==> config.mk <==
export PLATFORM = sky130hd
export DESIGN_NAME = uart_host_if
export DESIGN_NICKNAME = d
export VERILOG_FILES = /design/src/rtl/uart_host_if.sv
export SDC_FILE = /design/constraint.sdc
export NUM_CORES = 1
export LEC_CHECK = 0
export BUFFER_PORTS_ARGS = -buffer_cell sky130_fd_sc_hd__buf_2
export CAP_MARGIN = 20
export CORE_AREA = 2 2 72 74
export CTS_BUF_LIST = sky130_fd_sc_hd__clkbuf_8
export DETAILED_ROUTE_END_ITERATION = 6
export DIE_AREA = 0 0 74 76
export GPL_TIMING_DRIVEN = 0
export PLACE_DENSITY = 0.73
export SYNTH_ARGS = -nofsm -noshare
export SYNTH_HDL_FRONTEND = slang
export SYNTH_SLANG_ARGS = --single-unit
==> constraint.sdc <==
create_clock -name CLK50MHZ -period 5.15 [get_ports CLK50MHZ]
set_clock_uncertainty 0.2 [all_clocks]
set_input_delay 1.03 -clock CLK50MHZ [delete_from_list [all_inputs] [get_ports CLK50MHZ]]
set_output_delay 1.03 -clock CLK50MHZ [all_outputs]
set_load 0.005 [all_outputs]
==> src/rtl/uart_host_if.sv <==
// uart_host_if: CPU host register interface for the UART.
// Synchronises the asynchronous CPU strobes and decodes a four-entry register file:
// 0 = Rx/Tx data, 1 = status (SR), 2 = control (CR), 3 = interrupt enable (IER).
// It also issues one-cycle Tx push / Rx pop strobes, keeps sticky error flags,
// drives a maskable IRQ and generates a one-cycle soft-reset pulse.
// Ports:
//   CLK50MHZ, n_RST              clock, async active-low reset
//   n_CS, n_RD, n_WR             async active-low CPU strobes
//   ADDR, DATA_IN, DATA_OUT      CPU register bus
//   DATA_Rx, Rx_RDY, Rx_POP      Rx FIFO head, non-empty flag, pop strobe
//   DATA_Tx, Tx_PUSH, Tx_RDY     Tx FIFO data, push strobe, can-accept flag
//   PE_Fg, FE_Fg, OE_Fg          receiver error inputs
//   DATA_CR, IRQ, I_RST          control register, interrupt, soft reset pulse
module uart_host_if #(
  parameter int unsigned DW          = 8,
  parameter int unsigned AW          = 2,
  parameter int unsigned SYNC_STAGES = 2
) (
  input  logic          CLK50MHZ,
  input  logic          n_RST,
  input  logic          n_CS,
  input  logic          n_RD,
  input  logic          n_WR,
  input  logic [AW-1:0] ADDR,
  input  logic [DW-1:0] DATA_IN,
  output logic [DW-1:0] DATA_OUT,
  input  logic [DW-1:0] DATA_Rx,
  input  logic          Rx_RDY,
  output logic          Rx_POP,
  output logic [DW-1:0] DATA_Tx,
  output logic          Tx_PUSH,
  input  logic          Tx_RDY,
  input  logic          PE_Fg,
  input  logic          FE_Fg,
  input  logic          OE_Fg,
  output logic [DW-1:0] DATA_CR,
  output logic          IRQ,
  output logic          I_RST
);

  // Edge detection stays disabled until the synchronisers hold real pin values.
  localparam int unsigned SETTLE = SYNC_STAGES + 1;
  localparam int unsigned CW     = $clog2(SETTLE + 1);

  logic [SYNC_STAGES-1:0] r_cs_sync, r_rd_sync, r_wr_sync;
  logic                   r_rd_prev, r_wr_prev;
  logic [CW-1:0]          r_settle;
  logic                   r_rd_busy, r_rd_sr, r_rd_pop;
  logic [DW-1:0]          r_data_out, r_tx_data, r_cr, r_ier;
  logic                   r_rx_pop, r_tx_push, r_irq, r_i_rst;
  logic [3:0]             r_sticky;

  logic          w_rd_lvl, w_wr_lvl, w_live;
  logic          w_rd_start, w_wr_start, w_rd_end;
  logic          w_mapped;
  logic [1:0]    w_a;
  logic [DW-1:0] w_sr, w_rd_val, w_cr_wdata;
  logic          w_wr_tx, w_wr_w1c, w_wr_cr, w_wr_ier, w_srst, w_to_set;
  logic [3:0]    w_clr, w_sticky_nxt;
  logic          w_irq_nxt;

  // Only addresses 0-3 are mapped; wider address buses need their upper bits zero.
  generate
    if (AW > 2) begin : g_dec
      assign w_mapped = ~|ADDR[AW-1:2];
    end else begin : g_nodec
      assign w_mapped = 1'b1;
    end
  endgenerate

  assign w_a = ADDR[1:0];

  // Strobe synchronisers, reset to the inactive level.
  always_ff @(posedge CLK50MHZ or negedge n_RST) begin
    if (!n_RST) begin
      r_cs_sync <= '1;
      r_rd_sync <= '1;
      r_wr_sync <= '1;
    end else begin
      r_cs_sync <= {r_cs_sync[SYNC_STAGES-2:0], n_CS};
      r_rd_sync <= {r_rd_sync[SYNC_STAGES-2:0], n_RD};
      r_wr_sync <= {r_wr_sync[SYNC_STAGES-2:0], n_WR};
    end
  end

  assign w_rd_lvl = ~r_cs_sync[SYNC_STAGES-1] & ~r_rd_sync[SYNC_STAGES-1];
  assign w_wr_lvl = ~r_cs_sync[SYNC_STAGES-1] & ~r_wr_sync[SYNC_STAGES-1];
  assign w_live   = (r_settle == CW'(SETTLE));

  // A strobe still held low through reset release is seen as already active, not as a start.
  always_ff @(posedge CLK50MHZ or negedge n_RST) begin
    if (!n_RST) begin
      r_rd_prev <= 1'b0;
      r_wr_prev <= 1'b0;
      r_settle  <= '0;
    end else begin
      r_rd_prev <= w_rd_lvl;
      r_wr_prev <= w_wr_lvl;
      if (!w_live) r_settle <= r_settle + CW'(1);
    end
  end

  // Simultaneous read and write strobes suppress both accesses.
  assign w_rd_start = w_live & w_rd_lvl & ~r_rd_prev & ~w_wr_lvl;
  assign w_wr_start = w_live & w_wr_lvl & ~r_wr_prev & ~w_rd_lvl;
  assign w_rd_end   = w_live & ~w_rd_lvl & r_rd_prev & r_rd_busy;

  // Status word and read mux; bits above 7 read 0 except CR/IER.
  always_comb begin
    w_sr      = '0;
    w_sr[0]   = Rx_RDY;
    w_sr[1]   = Tx_RDY;
    w_sr[5:2] = r_sticky;
    w_sr[6]   = r_irq;
    w_rd_val  = '0;
    if (w_mapped) begin
      case (w_a)
        2'd0:    if (Rx_RDY) w_rd_val[7:0] = DATA_Rx[7:0];
        2'd1:    w_rd_val = w_sr;
        2'd2:    w_rd_val = r_cr;
        default: w_rd_val = r_ier;
      endcase
    end
  end

  // Write decode, sticky-flag update (set wins over clear) and IRQ next value.
  always_comb begin
    w_wr_tx    = w_wr_start & w_mapped & (w_a == 2'd0);
    w_wr_w1c   = w_wr_start & w_mapped & (w_a == 2'd1);
    w_wr_cr    = w_wr_start & w_mapped & (w_a == 2'd2);
    w_wr_ier   = w_wr_start & w_mapped & (w_a == 2'd3);
    w_srst     = w_wr_cr & DATA_IN[7];
    w_to_set   = w_wr_tx & ~Tx_RDY;
    w_cr_wdata = DATA_IN;
    w_cr_wdata[7] = 1'b0;
    w_clr      = '0;
    if (w_wr_w1c)            w_clr = w_clr | DATA_IN[5:2];
    if (w_rd_end && r_rd_sr) w_clr = 4'hF;
    if (w_srst)              w_clr = 4'hF;
    w_sticky_nxt = (r_sticky & ~w_clr) | {w_to_set, OE_Fg, FE_Fg, PE_Fg};
    w_irq_nxt    = ~w_srst & (|(w_sr[5:0] & r_ier[5:0]));
  end

  // Read data hold, Rx pop at end of access, Tx push at write commit.
  always_ff @(posedge CLK50MHZ or negedge n_RST) begin
    if (!n_RST) begin
      r_rd_busy  <= 1'b0;
      r_rd_sr    <= 1'b0;
      r_rd_pop   <= 1'b0;
      r_data_out <= '0;
      r_rx_pop   <= 1'b0;
      r_tx_push  <= 1'b0;
      r_tx_data  <= '0;
    end else begin
      r_rx_pop  <= 1'b0;
      r_tx_push <= 1'b0;
      r_tx_data <= '0;
      if (w_rd_start) begin
        r_rd_busy  <= 1'b1;
        r_rd_sr    <= w_mapped & (w_a == 2'd1);
        r_rd_pop   <= w_mapped & (w_a == 2'd0) & Rx_RDY;
        r_data_out <= w_rd_val;
      end else if (r_rd_busy && w_rd_lvl && w_wr_lvl) begin
        r_rd_busy  <= 1'b0;
        r_data_out <= '0;
      end else if (w_rd_end) begin
        r_rd_busy  <= 1'b0;
        r_data_out <= '0;
        r_rx_pop   <= r_rd_pop;
      end
      if (w_wr_tx && Tx_RDY) begin
        r_tx_push <= 1'b1;
        r_tx_data <= DATA_IN;
      end
    end
  end

  // Control, interrupt-enable, sticky flags, IRQ and soft reset.
  always_ff @(posedge CLK50MHZ or negedge n_RST) begin
    if (!n_RST) begin
      r_cr     <= '0;
      r_ier    <= '0;
      r_sticky <= '0;
      r_irq    <= 1'b0;
      r_i_rst  <= 1'b0;
    end else begin
      r_sticky <= w_sticky_nxt;
      r_irq    <= w_irq_nxt;
      r_i_rst  <= w_srst;
      if (w_srst) begin
        r_cr  <= '0;
        r_ier <= '0;
      end else begin
        if (w_wr_cr)  r_cr  <= w_cr_wdata;
        if (w_wr_ier) r_ier <= DATA_IN;
      end
    end
  end

  assign DATA_OUT = r_data_out;
  assign Rx_POP   = r_rx_pop;
  assign DATA_Tx  = r_tx_data;
  assign Tx_PUSH  = r_tx_push;
  assign DATA_CR  = r_cr;
  assign IRQ      = r_irq;
  assign I_RST    = r_i_rst;

endmodule

* Word-level counts from Yosys, hierarchy flattened
Index checks and enable logic that the tools add are counted.
Operators by class: add/sub/neg operators 1, $mul 0, divide/modulo/power cells 0, order comparisons 0, equality and inequality tests 4, shifts and indexed selects 0, muxes and demuxes 20, bitwise logic cells 32, reductions and logical operators 9
Operators with widths (count):
- $mux W8 | 9
- $pmux W8 S3 | 1
- $and A1 B1 Y1 | 19
- $mux W4 | 3
- $not A1 Y1 | 9
- $mux W1 | 7
- $and A6 B6 Y6 | 1
- $eq A2 B2 Y1 const B | 3
- $reduce_or A6 Y1 | 1
- $and A4 B4 Y4 | 1
- $logic_and A1 B1 Y1 | 4
- $not A4 Y4 | 1
- $or A4 B4 Y4 | 1
- $reduce_bool A2 Y1 | 2
- $reduce_bool A3 Y1 | 1
- $add A2 B1 Y2 const B | 1
- $eq A2 B1 Y1 const B | 1
- $logic_not A2 Y1 | 1
Storage, ports and cells: register bits 53, latch bits 0, bits in writable memories 0, memory bits (read-only) 0, bits of input ports 28, output and inout bits 28, word-level logic and storage cells 84, memories kept 0

* Longest topological paths before layout
depth after elaboration 12, depth in mapped cells 5, mapped depth without buffers 4

* Worst setup path after synthesis
Ideal clock, no wire load.
path kind input -> register, from in ADDR[1], to reg r_sticky[0], setup time 0.128 ns, arrival 1.997 ns, required time 4.822 ns, setup slack 2.825 ns, stages on the path 4, path buffers 1, cells stage by stage buf_2 -> or4b_4 -> o31ai_1 -> o31ai_1
Between the ends: longest elaborated chain between the ends 8, elaborated cells on any way between the ends 11, classes of those cells 2 x eq/ne; 3 x mux; 6 x bitwise
Ends and longest elaborated chain:
- start, declared | RTL line 24 | input logic [AW-1:0] ADDR,
- $eq A2 B1 Y1 | RTL line 129 | w_wr_w1c = w_wr_start & w_mapped & (w_a == 2'd1);
- $and A1 B1 Y1 | RTL line 129
- $mux W4 | RTL line 137 | if (w_wr_w1c) w_clr = w_clr | DATA_IN[5:2];
- $mux W4 | RTL line 138 | if (w_rd_end && r_rd_sr) w_clr = 4'hF;
- $mux W4 (*) | RTL line 139 | if (w_srst) w_clr = 4'hF;
- $not A4 Y4 (*) | RTL line 140 | w_sticky_nxt = (r_sticky & ~w_clr) | {w_to_set, OE_Fg, FE_Fg, PE_Fg};
- $and A4 B4 Y4 (*) | RTL line 140
- $or A4 B4 Y4 (*) | RTL line 140
- named net w_sticky_nxt[0] | RTL line 59 | logic [3:0] w_clr, w_sticky_nxt;
- end signal, assigned | RTL line 187 | r_sticky <= w_sticky_nxt;
- end, declared | RTL line 51 | logic [3:0] r_sticky;
The timed path passes the listed nets; every way through them passes the cells marked *. A chain may end at the register's enable or synchronous reset.

* Final worst setup path
from in DATA_IN[7], to reg r_ier[5]
Between the ends: longest elaborated chain between the ends 2, elaborated cells on any way between the ends 3, classes of those cells 1 x mux; 1 x bitwise; 1 x reduce/logical
Ends and longest elaborated chain:
- start, declared | RTL line 25 | input logic [DW-1:0] DATA_IN,
- $and A1 B1 Y1 (*) | RTL line 132 | w_srst = w_wr_cr & DATA_IN[7];
- $mux W8 / $reduce_bool A2 Y1 (equally long branches)
- end signal, assigned | RTL line 182 | r_ier <= '0;
- end signal, assigned | RTL line 192 | r_ier <= '0;
- end signal, assigned | RTL line 195 | if (w_wr_ier) r_ier <= DATA_IN;
- end, declared | RTL line 49 | logic [DW-1:0] r_data_out, r_tx_data, r_cr, r_ier;
Mark *: on every way between the ends. The rest lies on a longest branch, timed or not.

==> flow_summary.ini <==
[routing]
route.detailed.drc = 0
ant_nets = 0
drtIter0Drc = 141
drtPass1Iterations = 4
viasPerCell = 5.45
vias = 1751
wirelength_mm = 5.19
wire_per_inst_um = 16.2

[power]
p_sw_share_pct = 26.5
switching_power_uw = 223
clkPwrFrac_pct = 25.6
ir_drop_uv = 161
comb_power_share_pct = 16.9
internal_power_uw = 619
seqPwrFrac_pct = 57.5
power_density_nw_per_um2 = 304
leakage_nw = 1.39

[placed_design]
portBuffers = 52
gp_congestion = 0.920
dpl.hpwl_mm = 3.74
place_ws_ps = 2580

[clock_network]
cts_tree = done
htreeDepth = 2
cts_buffers = 5
clk_pin_slew_worst_paths_ps = 90
cts.hold.buffers_added = 0
cts_buffer_depth = 2
clk_latency_ps = 300
cts.sinks = 52
cts_resized = 0
cts_root_buf = clkbuf_8
post_cts_buffers = 0

[worst_setup_path]
cp_num_buf_inv = 2
max_stage_delay_ps = 430
path_max_fanout = 10
end_kind = register
cp.arrival_ps = 2270
cp-start-kind = input port
required_ps = 5150
critical_path_class = in -> reg
crit_family = compound AO/OA/AOI/OAI gates
crit_chain = buf_2, clkbuf_1, o2111ai_1, a22o_1
slowest_stage = o2111ai_1

[synthesis]
ys_ff_latch = 52
async_flop_share_pct = 100
avgSynthCellArea_um2 = 12.2
yosysWarnings = 0
synth-seq-area-share_pct = 56.5
synth_area_leader_cell = dfrtp_1
syn_area_um2 = 2320
synth-edff-count = 0
syn_nets = 219
synth.distinct_cells = 42
synth_ff_type = dfrtp_1
synth_top_area_share_pct = 49.7
synth_area_leaders = dfrtp_1 50%, dfstp_2 6.8%, mux2_2 4.4%
syn_inst = 190

[timing]
slew_headroom_pct = 50.0
fin_tns_setup_ps = 0
fin_ws_ps = 2880
slew_viol_final = 0
fin_crit_sh_pct = 44.1
fmax_mhz = 440
setup_viol = 0
fin_crit_ps = 2270
hold_viol = 0
rsz0062_at_grt = no
worst_pin_slew_ps = 749

[die]
chipWidth_um = 74
fp.dieH_um = 76
io_pins = 56
die_area_um2 = 5620
num_rows = 26
initial_utilization_pct = 47.2
core-area_um2 = 4910

[job]
maxCapViolations = 0

[global_routing]
grt_pass1_vias = 1618
grt_antenna_before_repair = 0
grt_overflow_total = 0
grt_usage_pct = 19.1
grt_pass1_wl_mm = 8.19
grt_max_degree = 28

[final_layout]
areaGrowthSynthToFinish_pct = 19.4
regArea_um2 = 1310
fillCellCount = 428
final_nets = 279
diodes = 0
multiInputGateArea_um2 = 907
layout-drive-gt1-share_pct = 34.3

[worst_hold_path]
hold_path.class = reg -> reg

[status]
status = complete, no violations
==> cells by family (layout without fill, tap and decap cells) <==
group,after synthesis,in the layout,share of synthesized area (%)
compound gates,49,49,16.0
xor+xnor,1,1,0.378
fa+ha+maj,1,1,0.540
buf+inv,20,81,4.37
flops,52,52,56.5
mux,16,16,7.45
other cells,1,1,0.162
simple gates,50,50,14.6
==> worst register-to-register path, stage by stage (launching register included) <==
cell,delay (ps)
dfstp_2,530
buf_6,130
and3b_1,250
o2111ai_1,400
a22o_1,330
==> worst paths after layout <==
kind                               from      endpoint  slack [ps]  cells after the start
setup / recovery             DATA_IN[7]      r_ier[5]        2880                      4
min in group asynchronous         n_RST    DATA_Tx[3]         520                      1
max in group asynchronous         n_RST    DATA_Tx[6]        3670                      2
setup reg to reg           r_rd_sync[1]      r_ier[5]        3210                      4
hold reg to reg            r_wr_sync[0]  r_wr_sync[1]         160                      0
hold / removal             r_wr_sync[0]  r_wr_sync[1]         160                      0
==> area by class of cell <==
class / instances / area share, %
Buffer: 16 / 3.12
Clock buffer: 5 / 2.49
Clock inverter: 3 / 0.452
Inverter: 4 / 0.543
Multi-Input combinational cell: 118 / 32.8
Sequential cell: 52 / 47.3
Tap cell: 70 / 3.17
Timing Repair Buffer: 53 / 10.1
==> Yosys cell counts (2+ instances only) <==
| master | number |
|---|---|
| a32o_1 | 6 |
| nor2_1 | 3 |
| dfstp_2 | 6 |
| a21oi_1 | 7 |
| mux2i_1 | 6 |
| clkbuf_1 | 5 |
| nand2_1 | 7 |
| and4_1 | 3 |
| nor2b_1 | 9 |
| o31ai_1 | 9 |
| nand3b_1 | 7 |
| buf_2 | 6 |
| dfrtp_1 | 46 |
| mux2_2 | 9 |
| and2_1 | 10 |
| inv_1 | 4 |
| a22o_1 | 9 |
| a22oi_1 | 7 |
| o21ai_0 | 2 |
| and3_1 | 4 |
| buf_4 | 3 |
| o22ai_1 | 2 |
==> flip-flops by register name (all words and copies together) (netlist names), 2 cells and up <==
| name | count |
|---|---|
| DATA_CR | 7 |
| r_ier | 8 |
| r_sticky | 4 |
| r_rd_sync | 2 |
| DATA_OUT | 8 |
| r_settle | 2 |
| r_wr_sync | 2 |
| DATA_Tx | 8 |
| r_cs_sync | 2 |
==> layout by cell type, fill, tap and decap left out, types with 6 or more instances in the layout <==
| cell | netlist | final |
|---|---|---|
| a22o_1 | 9 | 9 |
| mux2_2 | 9 | 9 |
| and2_1 | 10 | 10 |
| nor2b_1 | 9 | 9 |
| a22oi_1 | 7 | 7 |
| a32o_1 | 6 | 6 |
| nand2_1 | 7 | 7 |
| nand3b_1 | 7 | 7 |
| o31ai_1 | 9 | 9 |
| dfstp_2 | 6 | 6 |
| buf_2 | 6 | 58 |
| a21oi_1 | 7 | 7 |
| dfrtp_1 | 46 | 46 |
| inv_1 | 4 | 6 |
| mux2i_1 | 6 | 6 |
==> per-layer routing <==
| layer | vias to the layer above | global-route usage, % | share of wire (%) |
|---|---|---|---|
| li1 | 811 | - | - |
| met1 | 861 | 28.5 | 46 |
| met2 | 72 | 28.3 | 46 |
| met3 | 7 | 4.37 | 6.3 |
| met4 | 0 | 4.18 | 1.3 |
| met5 | - | 0 | 0 |
==> through the flow <==
step	power, mW	area (µm²)	hold slack, ps	cells	utilization, %
after global placement	0.628	2670	146	312	54.3
after CTS	0.850	2770	160	321	56.3
after detailed placement	0.634	2690	147	313	54.7
final	0.842	2770	159	321	56.3
after global routing	0.883	2770	161	321	56.3
after floorplan	0.565	2320	145	190	-
==> power by group through the flow <==
stage / Combinational (mW) / Sequential [mW] / Clock, mW
4_1_cts: 0.143 / 0.484 / 0.223
5_1_grt: 0.156 / 0.490 / 0.236
6_report: 0.142 / 0.484 / 0.216
3_3_place_gp: 0.138 / 0.490 / 0
3_5_place_dp: 0.143 / 0.491 / 0
2_1_floorplan: 0.0788 / 0.486 / 0
(Power assumes the default switching activity.)
